--- src/rtl/ahb_cmd_queue.sv ---
// Command queue/issuer feeding the AHB master: buffers {OPCODE, DATA} pairs and
// issues them one at a time with an idle cycle between. Optional watchdog: CMDQ_TIMEOUT_EN.
module ahb_cmd_queue #(
  parameter int DEPTH   = 8,
  parameter int TIMEOUT = 256
) (
  input  logic                   HCLK,
  input  logic                   HRESET,
  input  logic                   IN_VALID,
  output logic                   IN_READY,
  input  logic [31:0]            IN_OPCODE,
  input  logic [31:0]            IN_DATA,
  output logic [31:0]            OPCODE,
  output logic [31:0]            DATA,
  input  logic                   WAIT,
  input  logic                   DONE,
  output logic                   BUSY,
  output logic [$clog2(DEPTH):0] COUNT,
  output logic                   ERR,
  output logic [1:0]             dbg_state
);

  // Push handshake: a transfer happens at a rising edge where IN_VALID && IN_READY.
  // IN_READY looks only at the registered count, never at a same-cycle pop, and
  // IN_VALID may rise or fall freely; a zero opcode is accepted and then dropped.

  localparam int AW = $clog2(DEPTH);
  localparam int CW = AW + 1;
  localparam logic [CW-1:0] FULL = CW'(DEPTH);

  typedef enum logic [1:0] {
    S_IDLE   = 2'd0,
    S_ACTIVE = 2'd1,
    S_GAP    = 2'd2
  } state_t;

  state_t        state;
  logic [63:0]   mem [DEPTH];
  logic [AW-1:0] wr_ptr;
  logic [AW-1:0] rd_ptr;
  logic [CW-1:0] count;
  logic          push;
  logic          pop;
  logic          tmo_abort;

  assign IN_READY  = !HRESET && (count != FULL);
  assign push      = IN_VALID && IN_READY && (IN_OPCODE != 32'd0);
  assign pop       = (state == S_ACTIVE) && (DONE || tmo_abort);
  assign COUNT     = count;
  assign dbg_state = state;

  always_ff @(posedge HCLK) begin
    if (push) begin
      mem[wr_ptr] <= {IN_OPCODE, IN_DATA};
    end
  end

  // The head entry stays queued while it is outstanding and leaves on pop.
  always_ff @(posedge HCLK) begin
    if (HRESET) begin
      wr_ptr <= '0;
      rd_ptr <= '0;
      count  <= '0;
    end else begin
      if (push) wr_ptr <= wr_ptr + AW'(1);
      if (pop)  rd_ptr <= rd_ptr + AW'(1);
      case ({push, pop})
        2'b10:   count <= count + CW'(1);
        2'b01:   count <= count - CW'(1);
        default: count <= count;
      endcase
    end
  end

  always_ff @(posedge HCLK) begin
    if (HRESET) begin
      state  <= S_IDLE;
      OPCODE <= '0;
      DATA   <= '0;
      BUSY   <= 1'b0;
    end else begin
      case (state)
        // GAP only differs from IDLE in guaranteeing one zero cycle after a pop.
        S_IDLE, S_GAP: begin
          if (count != '0) begin
            {OPCODE, DATA} <= mem[rd_ptr];
            BUSY           <= 1'b1;
            state          <= S_ACTIVE;
          end else begin
            state <= S_IDLE;
          end
        end
        S_ACTIVE: begin
          if (pop) begin
            OPCODE <= '0;
            DATA   <= '0;
            BUSY   <= 1'b0;
            state  <= S_GAP;
          end
        end
        default: begin
          OPCODE <= '0;
          DATA   <= '0;
          BUSY   <= 1'b0;
          state  <= S_IDLE;
        end
      endcase
    end
  end

`ifdef CMDQ_TIMEOUT_EN
  localparam logic [15:0] TMO_LAST = 16'(TIMEOUT - 1);

  logic [15:0] tmo_cnt;

  // Counter is held at zero outside ACTIVE, so it starts from zero on entry.
  assign tmo_abort = (state == S_ACTIVE) && (tmo_cnt == TMO_LAST) && !DONE;

  always_ff @(posedge HCLK) begin
    if (HRESET) begin
      tmo_cnt <= '0;
      ERR     <= 1'b0;
    end else begin
      ERR <= tmo_abort;
      if (state != S_ACTIVE) begin
        tmo_cnt <= '0;
      end else if (!WAIT) begin
        tmo_cnt <= tmo_cnt + 16'd1;
      end
    end
  end
`else
  logic        unused_wait;
  logic [15:0] unused_timeout;

  assign tmo_abort      = 1'b0;
  assign ERR            = 1'b0;
  assign unused_wait    = WAIT;
  assign unused_timeout = 16'(TIMEOUT);
`endif

endmodule

--- config.mk ---
export PLATFORM = sky130hd
export DESIGN_NAME = ahb_cmd_queue
export DESIGN_NICKNAME = d
export VERILOG_FILES = /design/src/rtl/ahb_cmd_queue.sv
export SDC_FILE = /design/constraint.sdc
export NUM_CORES = 1
export LEC_CHECK = 0
export ABC_AREA = 1
export BUFFER_PORTS_ARGS = -buffer_cell sky130_fd_sc_hd__buf_2
export CAP_MARGIN = 20
export CORE_MARGIN = 5
export CORE_UTILIZATION = 23
export CTS_BUF_LIST = sky130_fd_sc_hd__clkbuf_16
export DETAILED_ROUTE_END_ITERATION = 12
export PLACE_DENSITY_LB_ADDON = 0.15
export SETUP_SLACK_MARGIN = 0.2
export SKIP_CTS_REPAIR_TIMING = 1
export SYNTH_ARGS = -nofsm -noshare
export SYNTH_HDL_FRONTEND = slang
export SYNTH_SLANG_ARGS = --single-unit
--- constraint.sdc ---
create_clock -name HCLK -period 12.4 [get_ports HCLK]
set_input_delay 0.62 -clock HCLK [delete_from_list [all_inputs] [get_ports HCLK]]
set_output_delay 0.62 -clock HCLK [all_outputs]
set_load 0.02 [all_outputs]
==> impl_metrics.csv <==
group,metric,value,unit
status,status,"finished clean",
global_routing,track_usage,12.4,%
power_and_ir_drop,ir_drop,0.163,mV
floorplan,chipWidth,326,um
power_and_ir_drop,power.internal,3710,uW
power_and_ir_drop,p_clk_share,35.6,%
timing,rsz0062_at_grt,"false",
floorplan,initial_utilization,23.1,%
power_and_ir_drop,power_density,200,nW/um2
floorplan,die_h,326,um
clocking,numCtsBuffers,71,
timing,drv_slew,0,
clocking,clock_sinks,592,
power_and_ir_drop,p_leak,0.00915,uW
clocking,cts_root_buffer,"clkbuf_16",
global_routing,antenna_found_initial,16,
timing,fin_ws,8.78,ns
timing,fin_hold_ws,0.292,ns
clocking,cts-htree-levels,3,
clocking,clk_path_buf_depth,3,
timing,period_share,29.2,%
detailed_routing,wire_per_inst,20.0,um
detailed_routing,vias,14600,
clocking,clk_pin_slew,0.06,ns
flow_run,max-cap-violations,0,
power_and_ir_drop,p_seq_share,44.1,%
timing,setup_tns,0,ns
finish,regArea,17000,um2
logic_synthesis,netlist.area_leader.share,66.9,%
detailed_routing,drtAntennaViolNets,0,
hold_path,hp-class,"input pin to flip-flop",
worst_setup_path,crit_type,"flip-flop to flip-flop",
global_routing,first_global_vias,14500,
finish,drive_gt1_share,13.5,%
global_routing,grt_max_degree,99,
finish,syn2layout_area_growth,18.3,%
placement,placedCellCount,3230,
clocking,cts_tree,"yes",
floorplan,pin_count,142,
logic_synthesis,yosysTopAreaCell,"edfxtp_1",
timing,tightest_slew,1.08,ns
timing,min_period,3.62,ns
logic_synthesis,yosys_warnings,0,
worst_setup_path,required,12.61,ns
placement,post-place-ws,8.11,ns
timing,setup_viol,0,
finish,multi_input_comb_area,5300,um2
power_and_ir_drop,swShare,31.7,%
detailed_routing,wl_met3,3020,um
finish,num-nets-final,2079,
worst_setup_path,cp_data_arrival_time,3.83,ns
logic_synthesis,ys_types,27,
timing,slew_headroom,27.9,%
detailed_routing,drt_wl_total,67400,um
logic_synthesis,avgSynthCellArea,12.2,um2
logic_synthesis,ys_seq_elements,592,
global_routing,gr-total-overflow,0,
detailed_routing,vias_per_cell,4.33,
placement,io_buffers,139,
detailed_routing,drt-initial-drc-count,962,
timing,max_freq,277,MHz
power_and_ir_drop,combPwrFrac,20.4,%
logic_synthesis,synth_cells,1887,
power_and_ir_drop,totalPowerFinal,5440,uW
logic_synthesis,synth_area,23000,um2
clocking,insertion_delay,0.60,ns
floorplan,fp-row-count,116,
worst_setup_path,cp_max_fo,48,
placement,gp_congestion,0.698,
floorplan,die_area,106000,um2
placement,hpwl,35000,um
detailed_routing,met1_length,31200,um
detailed_routing,route.met2.wl,31900,um
logic_synthesis,seq_area_frac_synth,73.8,%
worst_setup_path,critPathLaunchType,"flip-flop",
finish,stdcell_count,3364,
logic_synthesis,synthesis.nets,1961,
worst_setup_path,crit_path_end_kind,"flip-flop",
detailed_routing,dr.pass1.iters,5,
floorplan,core_area,99700,um2
finish,fillers,10200,
timing,finalClockSkew,0.0214,ns
detailed_routing,remaining_drc_errors,0,
power_and_ir_drop,p_sw,1730,uW
timing,finalHoldViolations,0,
logic_synthesis,synth_area_leaders,"edfxtp_1, nor2_1, dfxtp_1",
global_routing,grt_pass1_wl,99200,um
detailed_routing,top_layer_used,"met5",
==> layout make-up <==
cell class	count	share of cell area, %
Tap cell	1298	5.97
Antenna cell	7	0.0644
Clock inverter	55	1.28
Timing Repair Buffer	166	3.31
Multi-Input combinational cell	1118	19.5
Sequential cell	592	62.5
Inverter	56	0.796
Clock buffer	72	6.63
==> cells in the final DEF (no fill, tap or decap) <==
| cell | n |
|---|---|
| edfxtp_1 | 512 |
| nor2_1 | 433 |
| o21ai_0 | 204 |
| buf_2 | 138 |
| nand2_1 | 122 |
| o211ai_1 | 104 |
| a21oi_1 | 97 |
| dfxtp_1 | 77 |
| nand3_1 | 72 |
| clkbuf_16 | 72 |
| inv_1 | 68 |
| o21ai_1 | 58 |
| buf_4 | 28 |
| clkinv_1 | 17 |
| clkinv_2 | 12 |
| nor2_4 | 9 |
| diode_2 | 7 |
| ha_1 | 5 |
| inv_6 | 4 |
| xor2_1 | 4 |
| and2_1 | 3 |
| dfxtp_4 | 3 |
| clkinv_4 | 3 |
| bufinv_16 | 3 |
| nand3b_1 | 2 |
| clkinvlp_4 | 2 |
| nand4_1 | 1 |
| inv_2 | 1 |
| o21ai_4 | 1 |
| a21o_1 | 1 |
| xnor2_1 | 1 |
| conb_1 | 1 |
| clkinv_8 | 1 |
==> critical path, cell delays in order (launching register included) <==
cell     delay (ns)
dfxtp_1        0.44
nor2_1         0.08
nand3_1        0.07
nand2_1        0.07
nor2_1         0.34
o21ai_0        0.33
inv_1          0.17
nand2_1        0.25
nor2_4         0.57
buf_4          0.85
==> worst paths after layout <==
kind	start	endpoint	slack (ns)	cells after the start
max	COUNT[1]	mem[0][12]	8.78	9
min reg2reg	rd_ptr[2]	flip-flop	0.45	1
max reg2reg	COUNT[1]	mem[0][12]	8.78	9
min	IN_DATA[25]	mem[0][25]	0.29	1
==> flip-flops by register name (all words and copies together) (netlist names), named ones only <==
signal     flops
COUNT          4
DATA          32
wr_ptr         3
BUSY           1
rd_ptr         3
mem          512
dbg_state      2
OPCODE        32
==> cells in the mapped netlist <==
cell type  number
o21ai_0       204
conb_1          1
buf_4           4
o211ai_1      104
buf_6           9
buf_2          27
inv_2           1
xor2_1          4
buf_1          10
nor2_1        442
nand4_1         1
nand2_1       122
o21ai_2         1
ha_1            5
and2_1          3
inv_1          54
buf_8           1
clkbuf_1       70
nand3b_1        2
edfxtp_1      512
nand3_1        72
a21o_1          1
xnor2_1         1
dfxtp_1        80
o21ai_1        58
a21oi_1        97
clkinv_1        1
==> routing by layer <==
metal | vias to the layer above | global-route usage, %
li1 | 6981 | -
met1 | 7237 | 16.6
met2 | 253 | 20.6
met3 | 100 | 2.73
met4 | 8 | 3.03
met5 | - | 0
==> cell families after synthesis <==
| kind of cell | share of synthesized area [%] |
|---|---|
| AND/OR/NAND/NOR | 11.0 |
| adder cells (fa/ha/maj) | 0.272 |
| buffers and inverters | 3.45 |
| other | 0.0163 |
| AO/OA/AOI/OAI | 11.3 |
| flip-flops | 73.8 |
| XOR/XNOR | 0.190 |
==> stage by stage <==
step / utilization, % / instance area [um2]
floorplan: - / 23000
global placement: 25.1 / 25000
detailed placement: 25.1 / 25000
CTS: 27.3 / 27200
global route: 27.3 / 27200
finish: 27.3 / 27200
==> power by group through the flow <==
stage / sequential (uW) / clock [uW] / combinational (uW)
finish: 2400 / 1930 / 1110
floorplan: 2520 / 0 / 596
CTS: 2400 / 2010 / 1150
detailed placement: 2440 / 0 / 1150
global route: 2410 / 2100 / 1240
global placement: 2440 / 0 / 1140
Note: power is estimated with default switching activity, not from simulation.
